==> config.mk <==
export PLATFORM = sky130hd
export DESIGN_NAME = vga_timing_gen_flat
export DESIGN_NICKNAME = d
export VERILOG_FILES = /design/src/rtl/vga_timing_pkg.sv /design/src/rtl/vga_timing_gen_if.sv /design/src/rtl/vga_axis_counter.sv /design/src/rtl/vga_timing_gen.sv /design/src/flat_wrapper.sv
export SDC_FILE = /design/constraint.sdc
export NUM_CORES = 1
export LEC_CHECK = 0
export CAP_MARGIN = 40
export CELL_PAD_IN_SITES_DETAIL_PLACEMENT = 0
export CELL_PAD_IN_SITES_GLOBAL_PLACEMENT = 1
export CORE_MARGIN = 8
export CORE_UTILIZATION = 35
export CTS_BUF_LIST = sky130_fd_sc_hd__clkbuf_8
export DETAILED_ROUTE_END_ITERATION = 8
export PLACE_DENSITY_LB_ADDON = 0.3
export SLEW_MARGIN = 20
export SYNTH_ARGS = -nofsm -noshare
export SYNTH_HDL_FRONTEND = slang
export SYNTH_HIERARCHICAL = 1
export SYNTH_SLANG_ARGS = --single-unit
==> constraint.sdc <==
create_clock -name pixelClk -period 3.1 [get_ports pixelClk]
set_input_delay 0.62 -clock pixelClk [delete_from_list [all_inputs] [get_ports pixelClk]]
set_output_delay 0.62 -clock pixelClk [all_outputs]
set_load 0.005 [all_outputs]
==> src/rtl/vga_timing_pkg.sv <==
// vga_timing_pkg: shared axis timing types and mode presets.
// Used by vga_axis_counter and vga_timing_gen.
package vga_timing_pkg;

  typedef struct packed {
    int unsigned active;
    int unsigned fp;
    int unsigned sync;
    int unsigned bp;
  } axis_t;

  typedef struct packed {
    axis_t h;
    axis_t v;
  } mode_t;

  localparam mode_t VGA_640x480_60 = '{
    h: '{640, 16, 96, 48},
    v: '{480, 10, 2, 33}
  };

  localparam mode_t VGA_800x600_60 = '{
    h: '{800, 40, 128, 88},
    v: '{600, 1, 4, 23}
  };

  function automatic int unsigned axis_total(axis_t a);
    return a.active + a.fp + a.sync + a.bp;
  endfunction

endpackage

==> src/rtl/vga_timing_gen_if.sv <==
// vga_timing_gen_if: video timing bundle from generator to consumers.
// master drives the counts, syncs and strobes; slave observes them.
interface vga_timing_gen_if #(
  parameter int unsigned CNT_W = 12
);
  logic [CNT_W-1:0] hCount;
  logic [CNT_W-1:0] vCount;
  logic             hSync;
  logic             vSync;
  logic             videoActive;
  logic             EndOfLine;
  logic             EndOfFrame;
  logic             genTick;

  modport master (
    output hCount, vCount, hSync, vSync,
    output videoActive, EndOfLine, EndOfFrame, genTick
  );

  modport slave (
    input hCount, vCount, hSync, vSync,
    input videoActive, EndOfLine, EndOfFrame, genTick
  );
endinterface

==> src/rtl/vga_axis_counter.sv <==
// vga_axis_counter: one wrapping timing axis with enable, wrap strobe
// and registered sync/active decode aligned with the count.
module vga_axis_counter
  import vga_timing_pkg::*;
#(
  parameter int unsigned ACTIVE = 640,
  parameter int unsigned FP     = 16,
  parameter int unsigned SYNC   = 96,
  parameter int unsigned BP     = 48,
  parameter bit          POL    = 1'b0,
  parameter int unsigned CNT_W  = 12
) (
  input  logic             clk,
  input  logic             rst_n,
  input  logic             en_i,
  output logic [CNT_W-1:0] cnt_o,
  output logic             sync_o,
  output logic             active_o,
  output logic             wrap_o
);

  localparam int unsigned TOTAL =
    axis_total(axis_t'{ACTIVE, FP, SYNC, BP});
  localparam logic [CNT_W-1:0] LAST = CNT_W'(TOTAL - 1);
  localparam logic [CNT_W-1:0] A_HI = CNT_W'(ACTIVE);
  localparam logic [CNT_W-1:0] S_LO = CNT_W'(ACTIVE + FP);
  localparam logic [CNT_W-1:0] S_HI = CNT_W'(ACTIVE + FP + SYNC);

  logic [CNT_W-1:0] cnt_q, cnt_d;
  logic             sync_q, sync_d;
  logic             act_q, act_d;
  logic             at_last;

  assign at_last = (cnt_q == LAST);
  assign wrap_o  = en_i & at_last;

  // Next count and its decode, so outputs line up with the count.
  always_comb begin
    cnt_d  = cnt_q;
    if (en_i) begin
      cnt_d = at_last ? '0 : cnt_q + CNT_W'(1);
    end
    sync_d = ((cnt_d >= S_LO) && (cnt_d < S_HI)) ? POL : ~POL;
    act_d  = (cnt_d < A_HI);
  end

  // Reset state equals the decode of count 0.
  always_ff @(posedge clk or negedge rst_n) begin
    if (!rst_n) begin
      cnt_q  <= '0;
      sync_q <= ~POL;
      act_q  <= 1'b1;
    end else begin
      cnt_q  <= cnt_d;
      sync_q <= sync_d;
      act_q  <= act_d;
    end
  end

  assign cnt_o    = cnt_q;
  assign sync_o   = sync_q;
  assign active_o = act_q;

endmodule

==> src/rtl/vga_timing_gen.sv <==
// vga_timing_gen: parametrised VGA timing from one pixel clock.
// Define VGA_TIMING_GEN_TICK_EN for the frame-divided genTick pulse.
module vga_timing_gen
  import vga_timing_pkg::*;
#(
  parameter int unsigned H_ACTIVE  = VGA_640x480_60.h.active,
  parameter int unsigned H_FP      = VGA_640x480_60.h.fp,
  parameter int unsigned H_SYNC    = VGA_640x480_60.h.sync,
  parameter int unsigned H_BP      = VGA_640x480_60.h.bp,
  parameter int unsigned V_ACTIVE  = VGA_640x480_60.v.active,
  parameter int unsigned V_FP      = VGA_640x480_60.v.fp,
  parameter int unsigned V_SYNC    = VGA_640x480_60.v.sync,
  parameter int unsigned V_BP      = VGA_640x480_60.v.bp,
  parameter bit          HSYNC_POL = 1'b0,
  parameter bit          VSYNC_POL = 1'b0,
  parameter int unsigned CNT_W     = 12,
  parameter int unsigned FRAME_DIV = 4
) (
  input  logic              pixelClk,
  input  logic              rst_n,
  input  logic              en,
  vga_timing_gen_if.master  vid
);

  localparam int unsigned H_TOTAL =
    axis_total(axis_t'{H_ACTIVE, H_FP, H_SYNC, H_BP});
  localparam int unsigned V_TOTAL =
    axis_total(axis_t'{V_ACTIVE, V_FP, V_SYNC, V_BP});
  localparam int unsigned MAX_T =
    (H_TOTAL > V_TOTAL) ? H_TOTAL : V_TOTAL;
  localparam longint unsigned CAP = 64'd1 << CNT_W;

  if (H_ACTIVE == 0 || H_FP == 0 || H_SYNC == 0 || H_BP == 0 ||
      V_ACTIVE == 0 || V_FP == 0 || V_SYNC == 0 || V_BP == 0 ||
      CNT_W == 0 || FRAME_DIV == 0) begin : g_bad_par
    $fatal(1, "vga_timing_gen: width parameter below 1");
  end

  if (CAP < 64'(MAX_T)) begin : g_bad_cnt
    $fatal(1, "vga_timing_gen: CNT_W too small for totals");
  end

  logic h_act, v_act, h_wrap, v_wrap;

  vga_axis_counter #(
    .ACTIVE(H_ACTIVE), .FP(H_FP), .SYNC(H_SYNC), .BP(H_BP),
    .POL(HSYNC_POL), .CNT_W(CNT_W)
  ) u_h (
    .clk(pixelClk), .rst_n(rst_n), .en_i(en),
    .cnt_o(vid.hCount), .sync_o(vid.hSync),
    .active_o(h_act), .wrap_o(h_wrap)
  );

  vga_axis_counter #(
    .ACTIVE(V_ACTIVE), .FP(V_FP), .SYNC(V_SYNC), .BP(V_BP),
    .POL(VSYNC_POL), .CNT_W(CNT_W)
  ) u_v (
    .clk(pixelClk), .rst_n(rst_n), .en_i(h_wrap),
    .cnt_o(vid.vCount), .sync_o(vid.vSync),
    .active_o(v_act), .wrap_o(v_wrap)
  );

  assign vid.videoActive = h_act & v_act;
  assign vid.EndOfLine   = h_wrap;
  assign vid.EndOfFrame  = v_wrap;

`ifdef VGA_TIMING_GEN_TICK_EN
  localparam int unsigned FW =
    (FRAME_DIV > 1) ? $clog2(FRAME_DIV) : 1;
  localparam logic [FW-1:0] F_LAST = FW'(FRAME_DIV - 1);

  logic [FW-1:0] frm_q, frm_d;

  // Count frames modulo FRAME_DIV.
  always_comb begin
    frm_d = frm_q;
    if (v_wrap) begin
      frm_d = (frm_q == F_LAST) ? '0 : frm_q + FW'(1);
    end
  end

  // Frame counter register.
  always_ff @(posedge pixelClk or negedge rst_n) begin
    if (!rst_n) frm_q <= '0;
    else        frm_q <= frm_d;
  end

  assign vid.genTick = v_wrap & (frm_q == F_LAST);
`else
  assign vid.genTick = 1'b0;
`endif

endmodule
==> src/flat_wrapper.sv <==
// flat-port wrapper written by rule: the top's interface ports become plain ports
module vga_timing_gen_flat import vga_timing_pkg::*;
#(
  parameter int unsigned H_ACTIVE  = VGA_640x480_60.h.active,
  parameter int unsigned H_FP      = VGA_640x480_60.h.fp,
  parameter int unsigned H_SYNC    = VGA_640x480_60.h.sync,
  parameter int unsigned H_BP      = VGA_640x480_60.h.bp,
  parameter int unsigned V_ACTIVE  = VGA_640x480_60.v.active,
  parameter int unsigned V_FP      = VGA_640x480_60.v.fp,
  parameter int unsigned V_SYNC    = VGA_640x480_60.v.sync,
  parameter int unsigned V_BP      = VGA_640x480_60.v.bp,
  parameter bit          HSYNC_POL = 1'b0,
  parameter bit          VSYNC_POL = 1'b0,
  parameter int unsigned CNT_W     = 12,
  parameter int unsigned FRAME_DIV = 4
)
  (pixelClk, rst_n, en, vid_hCount, vid_vCount, vid_hSync, vid_vSync, vid_videoActive, vid_EndOfLine, vid_EndOfFrame, vid_genTick);
  vga_timing_gen_if #(.CNT_W(CNT_W)) vid_i ();
  input  logic pixelClk;
  input  logic rst_n;
  input  logic en;
  output wire logic [$bits(vid_i.hCount)-1:0] vid_hCount;
  output wire logic [$bits(vid_i.vCount)-1:0] vid_vCount;
  output wire logic [$bits(vid_i.hSync)-1:0] vid_hSync;
  output wire logic [$bits(vid_i.vSync)-1:0] vid_vSync;
  output wire logic [$bits(vid_i.videoActive)-1:0] vid_videoActive;
  output wire logic [$bits(vid_i.EndOfLine)-1:0] vid_EndOfLine;
  output wire logic [$bits(vid_i.EndOfFrame)-1:0] vid_EndOfFrame;
  output wire logic [$bits(vid_i.genTick)-1:0] vid_genTick;
  assign vid_hCount = vid_i.hCount;
  assign vid_vCount = vid_i.vCount;
  assign vid_hSync = vid_i.hSync;
  assign vid_vSync = vid_i.vSync;
  assign vid_videoActive = vid_i.videoActive;
  assign vid_EndOfLine = vid_i.EndOfLine;
  assign vid_EndOfFrame = vid_i.EndOfFrame;
  assign vid_genTick = vid_i.genTick;
  vga_timing_gen #(.H_ACTIVE(H_ACTIVE), .H_FP(H_FP), .H_SYNC(H_SYNC), .H_BP(H_BP), .V_ACTIVE(V_ACTIVE), .V_FP(V_FP), .V_SYNC(V_SYNC), .V_BP(V_BP), .HSYNC_POL(HSYNC_POL), .VSYNC_POL(VSYNC_POL), .CNT_W(CNT_W), .FRAME_DIV(FRAME_DIV)) u_core (.pixelClk(pixelClk), .rst_n(rst_n), .en(en), .vid(vid_i));
endmodule
==> results.toml, run 1 <==
[finish]
finalNetCount = 207
fillCellCount = 420
area_delta_synth_final_pct = 28.47
share_of_cells_above_drive_strength_1_pct = 14.00
antenna_cells_inserted = 0

[min_path]
kind_of_path_behind_the_tightest_hold_check = "reg2reg"
hold_path.startpoint = "u_core/u_v/cnt_o[8]$_DFF_PN0_"

[route]
remaining_drc_errors = 0
drt.antenna.violating_nets = 0
firstDrtPassIters = 5
routedWlPerCell_um = 15.39
drc_violation_total_after_the_first_tritonroute_iteration = 65
route.vias.total = 1324
detail_route.vias_per_cell = 5.254
wirelength_um = 3878

[timing]
rsz0062_at_grt = "false"
timing_hold_violations_final = 0
final-setup-viol-count = 0
final_cycle_utilization_of_the_critical_path_pct = 95.56
setup-tns-final_ps = 0
final-max-slew-violation-count = 0
final.min_clock_period_ps = 2962
finalClockSkew_ps = 10.46
holdWs_ps = 527.9
fmax_mhz = 337.6

[critical_path]
timing.critical_path.from = "u_core/u_v/cnt_o[5]$_DFF_PN0_"
crit_path_max_fanout = 8
timing_worst_setup_path_type = "reg2out"
critical_path_required_ps = 2480
register_to_register_path_setup_slack_ps = 570
timing.rr.start = "u_core/u_h/cnt_o[0]$_DFF_PN0_"
slowest_delay_ps = 580
critical_path.cell_chain = "or4b_1 -> nor4_2 -> and2_2 -> clkdlybuf4s50_1"
slowest_stage = "sky130_fd_sc_hd__or4b_1"
timing.critical_path.from_type = "flip-flop"
critical_path.endpoint_type = "output pin"
critical_path_arrival_ps = 2340

[yosys]
synthCells = 167
postSynthNetCount = 173
syn_area_mm2 = 0.001613
synth-seq-area-share_pct = 43.75
avgSynthCellArea_um2 = 9.657
yosys_warnings = 6
synthDistinctLibCells = 52
seq_cells_post_synth = 28

[clock_tree]
post_cts.resized_instances = 0
cts_max_path_buffers = 2
clk-insertion-delay-late_ps = 270
post-cts-setup-buffers = 0
cts_tree = "yes"
htree_levels = 1
cts_made_buffers = 3
cts-root-buf = "sky130_fd_sc_hd__clkbuf_8"
clkSlewWorstSetupHoldPaths_ps = 90
postCtsHoldBufs = 0
clock_sink_count = 28

[grt]
pin_count_of_the_biggest_net_entering_global_routing = 29
antenna_found_initial = 0
grt_use_total_pct = 11.21
grt_pass1_wl_um = 6713
overflow = 0
grt_pass1_vias = 1357

[pwr]
p_int_w = 0.0006811
switching_share_pct = 28.41
seqPwrFrac_pct = 50.0
net-switching-power_w = 0.0002703
power_density_mw_per_mm2 = 459.2
comb_power_share_pct = 19.9
ir_worst_vdd_v = 0.0002635
leakagePower_nw = 0.8519
clock_share_of_power_pct = 30.1

[floorplan]
initial_standard_cell_utilization_of_the_core_pct = 36.79
die_width_um = 83.88
design.portCount = 33
die_area_mm2 = 0.007036
core-area_mm2 = 0.004384
std_cell_rows = 24
fp.dieH_um = 83.88

[placement]
port_buffers = 31
post-dp-hpwl_um = 2955
finalWeightedCongestion = 0.8527

[outcome]
run_status = "completed"

[flow_run]
cap_violations = 0
area by class of cell:
cell class              instances  area (µm²)  share of cell area, %
inverters                       7       26.28                  1.268
clock buffers                   3       41.29                  1.993
flip-flops and latches         28       706.9                  34.12
repair buffers                 36       347.8                  16.79
multi-input cells             125       854.6                  41.24
clock inverters                 1       30.03                  1.449
well taps                      52       65.06                  3.140
state kept, by name, summed over array words and instances, names as in the netlist:
| register | cells |
|---|---|
| u_core/u_v/active_o | 1 |
| u_core/u_v/cnt_o | 12 |
| u_core/u_h/active_o | 1 |
| u_core/u_h/sync_o | 1 |
| u_core/u_h/cnt_o | 12 |
| u_core/u_v/sync_o | 1 |
cells in the mapped netlist, drive strengths merged:
master   instances  area share [%]
and4bb           1            0.78
a21o             1            0.47
dfstp            4             6.5
and4             3             2.0
nand4            6             3.3
nor2            14             3.4
o21a             1            0.47
clkbuf           5             1.2
nor3             5             2.3
mux2             1            0.70
o211a            1            0.62
mux2i            1            0.62
and3             2            0.85
nor3b            1            0.47
and2             5             2.0
nor4             3             1.2
ha               3             2.3
a21oi            6             2.1
or3              1            0.39
dfrtp           24              37
nor2b            1            0.39
buf              2            0.78
a31o             3             1.6
or2b             1            0.47
nand4b           2             1.1
a2bb2oi          1            0.54
a31oi            2            0.78
xnor2           10             5.4
conb             1            0.23
o21ba            1            0.62
nand2           18             4.2
nor4b            2             1.1
xor2             7             3.8
nand3            7             2.2
a2111oi          1            0.54
inv              7             1.6
or4              2            0.93
o21ai            4             1.2
o22ai            1            0.39
or4b             3             1.9
nand2b           1            0.39
o31ai            2            0.93
kinds of logic after synthesis:
| kind of cell | after synthesis | synth area share, % |
|---|---|---|
| other | 1 | 0.2325 |
| and+or+nand+nor | 78 | 29.17 |
| adders and majority gates | 3 | 2.328 |
| AOI/OAI and AO/OA | 24 | 10.32 |
| buffers and inverters | 14 | 3.646 |
| xor gates and xnor gates | 17 | 9.232 |
| DFF | 28 | 43.76 |
| muxes | 2 | 1.319 |
layer usage:
metal  routed length (µm)  part of all wire [%]  vias to the layer above  track usage, %
met5                    0                     0                        -               0
met4                   19                  0.49                        0           3.297
met3                  185                   4.8                        2           3.125
met2                 1925                    50                       24           19.30
met1                 1747                    45                      636           13.08
li1                     -                     -                      662               -
placed cells by master (no fill, tap or decap), types with 5 or more instances in the layout:
master / instances
sky130_fd_sc_hd__buf_4: 5
sky130_fd_sc_hd__nand4_1: 5
sky130_fd_sc_hd__inv_1: 7
sky130_fd_sc_hd__nand3_1: 7
sky130_fd_sc_hd__a21oi_1: 5
sky130_fd_sc_hd__nor2_1: 13
sky130_fd_sc_hd__clkdlybuf4s50_1: 31
sky130_fd_sc_hd__dfrtp_1: 23
sky130_fd_sc_hd__xor2_1: 7
sky130_fd_sc_hd__nand2_1: 18
sky130_fd_sc_hd__xnor2_1: 10
power groups by stage:
stage          clock (W)  combinational [W]  sequential, W
2_1_floorplan          0           0.000115       0.000453
3_3_place_gp           0           0.000192       0.000480
3_5_place_dp           0           0.000194       0.000481
4_1_cts         0.000298           0.000195       0.000476
5_1_grt         0.000310           0.000215       0.000486
6_report        0.000286           0.000190       0.000476
path summary, 6_finish.rpt:
| check | cells past startpoint | endpoint |
|---|---|---|
| setup / recovery | 4 | vid_EndOfFrame |
| hold / removal | 1 | u_core/u_v/cnt_o[8]$_DFF_PN0_ |
| setup reg to reg | 8 | u_core/u_v/active_o$_DFF_PN1_ |
| hold reg to reg | 1 | u_core/u_v/cnt_o[8]$_DFF_PN0_ |
| max in group asynchronous | 2 | u_core/u_h/sync_o$_DFF_PN1_ |
| min in group asynchronous | 2 | u_core/u_v/cnt_o[9]$_DFF_PN0_ |
stage by stage:
step	std cells	util [%]	cell area (µm²)	setup WS (ps)	total power [W]
after detailed placement	248	45.46	1993	135.5	0.0006752
after global routing	252	47.26	2072	10.02	0.001011
after global placement	248	45.46	1993	163.7	0.0006717
after CTS	252	47.09	2064	32.37	0.0009682
final	252	47.26	2072	137.7	0.0009514
after floorplan	167	-	1613	615.6	0.0005677
worst max-delay path: cells and delay by family, from the launching register on:
family	cells	cell delay [ps]
simple gates	3	1110
buf+inv	1	500
flops	1	460
Power figures use the tool's default switching activity.
==> run 2: changes to the inputs <==
--- a/config.mk
+++ b/config.mk
@@ -8,7 +8,6 @@
 export CAP_MARGIN = 40
 export CELL_PAD_IN_SITES_DETAIL_PLACEMENT = 0
 export CELL_PAD_IN_SITES_GLOBAL_PLACEMENT = 1
-export CORE_MARGIN = 8
 export CORE_UTILIZATION = 35
 export CTS_BUF_LIST = sky130_fd_sc_hd__clkbuf_8
 export DETAILED_ROUTE_END_ITERATION = 8
==> run 2 against run 1 <==
  * Via count increased by 0.53%
  * Power shrank 7.2%
  * Fmax down 1.6%
  * Critical path type unchanged
  * Largest cell class unchanged
  * Highest routed layer unchanged
  * Utilization decreased by 0.23 points
==> results.toml, run 2 (synthesis gave the netlist of run 1 again) <==
[outcome]
run_status = "completed"

[clock_tree]
cts_made_buffers = 3
htree_levels = 1
clkSlewWorstSetupHoldPaths_ps = 90
postCtsHoldBufs = 0
cts_tree = "yes"
clk-insertion-delay-late_ps = 270
cts-root-buf = "sky130_fd_sc_hd__clkbuf_8"
clock_sink_count = 28
cts_max_path_buffers = 2

[pwr]
power_density_mw_per_mm2 = 428.4
net-switching-power_w = 0.0002619
p_int_w = 0.0006213
ir_worst_vdd_v = 0.0003187
comb_power_share_pct = 21.3
clock_share_of_power_pct = 24.7
leakagePower_nw = 0.8520
seqPwrFrac_pct = 54.0
total_power_w = 0.0008833
switching_share_pct = 29.65

[flow_run]
cap_violations = 0

[finish]
final_instance_area_mm2 = 0.002062
finalNetCount = 208
most_frequent_standard_cell_in_the_layout_excluding_fill_and_tap_cells = "sky130_fd_sc_hd__clkdlybuf4s50_1"
share_of_cells_above_drive_strength_1_pct = 13.93
layout_common_cells = "sky130_fd_sc_hd__clkdlybuf4s50_1, sky130_fd_sc_hd__dfrtp_1, sky130_fd_sc_hd__nand2_1, sky130_fd_sc_hd__nor2_1, sky130_fd_sc_hd__xnor2_1"
area_delta_synth_final_pct = 27.85
fillCellCount = 413
antenna_cells_inserted = 0

[route]
route.vias.total = 1331
firstDrtPassIters = 4
remaining_drc_errors = 0
routedWlPerCell_um = 14.37
wirelength_um = 3635
detail_route.vias_per_cell = 5.261
drc_violation_total_after_the_first_tritonroute_iteration = 73
drt.antenna.violating_nets = 0

[critical_path]
critical_path_required_ps = 2480
slowest_delay_ps = 590
critical_path.top_delay_family = "simple AND/OR/NAND/NOR gates"
critical_path_arrival_ps = 2390
buffers_inverters_on_critical_path = 1
slowest_stage = "sky130_fd_sc_hd__or4b_1"
critical_path.cell_chain = "or4b_1 -> nor4_2 -> and2_2 -> clkdlybuf4s50_1"
critical_path.endpoint_type = "output pin"
crit_path_max_fanout = 8
timing_worst_setup_path_type = "reg2out"
timing.critical_path.from_type = "flip-flop"

[timing]
final.min_clock_period_ps = 3009
holdWs_ps = 548.3
setup-tns-final_ps = 0
finalClockSkew_ps = 6.393
final-max-slew-violation-count = 0
timing_hold_violations_final = 0
fmax_mhz = 332.3
final_cycle_utilization_of_the_critical_path_pct = 97.07
timing.final.ws_setup_ps = 90.71
final-setup-viol-count = 0
rsz0062_at_grt = "false"

[floorplan]
fp.dieH_um = 69.88
initial_standard_cell_utilization_of_the_core_pct = 36.79
die_width_um = 69.88
std_cell_rows = 24
design.portCount = 33
die_area_mm2 = 0.004883
core-area_mm2 = 0.004384

[placement]
pre_cts_slack_ps = 145.8
finalWeightedCongestion = 0.8100
dpl_cell_area_mm2 = 0.002001
post-dp-hpwl_um = 2703
port_buffers = 31

[grt]
pin_count_of_the_biggest_net_entering_global_routing = 29
antenna_found_initial = 0
grt_use_total_pct = 15.27
overflow = 0
grt_pass1_wl_um = 6009
grt_pass1_vias = 1264

[min_path]
kind_of_path_behind_the_tightest_hold_check = "reg2reg"
run 2: path summary, 6_finish.rpt:
path                            slack, ps  depth (start not counted)                       endpoint                          start
min in group asynchronous             730                          2  u_core/u_v/cnt_o[6]$_DFF_PN0_                          rst_n
max in group asynchronous            2060                          2    u_core/u_v/sync_o$_DFF_PN1_                          rst_n
worst max-delay path                   90                          4                 vid_EndOfFrame  u_core/u_v/cnt_o[5]$_DFF_PN0_
worst min register to register        550                          1  u_core/u_v/cnt_o[8]$_DFF_PN0_  u_core/u_v/cnt_o[8]$_DFF_PN0_
worst min-delay path                  550                          1  u_core/u_v/cnt_o[8]$_DFF_PN0_  u_core/u_v/cnt_o[8]$_DFF_PN0_
worst max register to register        550                          8  u_core/u_v/active_o$_DFF_PN1_  u_core/u_h/cnt_o[0]$_DFF_PN0_
run 2: metal layers:
metal	wire length (µm)	global-route usage, %
met5	0	0
met4	26	4.222
met3	100	2.020
met2	1795	25.75
met1	1712	20.60
run 2: per-stage QoR:
step / cells / utilization (%)
5_1_grt: 253 / 47.03
3_3_place_gp: 249 / 45.63
4_1_cts: 253 / 46.89
3_5_place_dp: 249 / 45.63
6_report: 253 / 47.03
2_1_floorplan: 167 / -
run 2: layout make-up:
cell class	count	area (µm²)	share of cell area, %
Tap cell	52	65.06	3.155
Timing Repair Buffer	37	355.3	17.23
Clock buffer	4	55.05	2.670
Multi-Input combinational cell	125	854.6	41.44
Inverter	7	26.28	1.274
Sequential cell	28	705.7	34.22
run 2: what timing repair did:
| action | 4_1_cts | 5_1_grt |
|---|---|---|
| setup buffers | 0 | 0 |
| setup endpoints to repair | 0 | 1 |
| gates resized for setup | 0 | 1 |
run 2: power groups by stage:
stage | clock network (W) | registers [W] | logic [W]
4_1_cts | 0.000230 | 0.000476 | 0.000190
3_3_place_gp | 0 | 0.000480 | 0.000188
6_report | 0.000218 | 0.000477 | 0.000188
2_1_floorplan | 0 | 0.000453 | 0.000115
5_1_grt | 0.000242 | 0.000488 | 0.000208
3_5_place_dp | 0 | 0.000481 | 0.000188
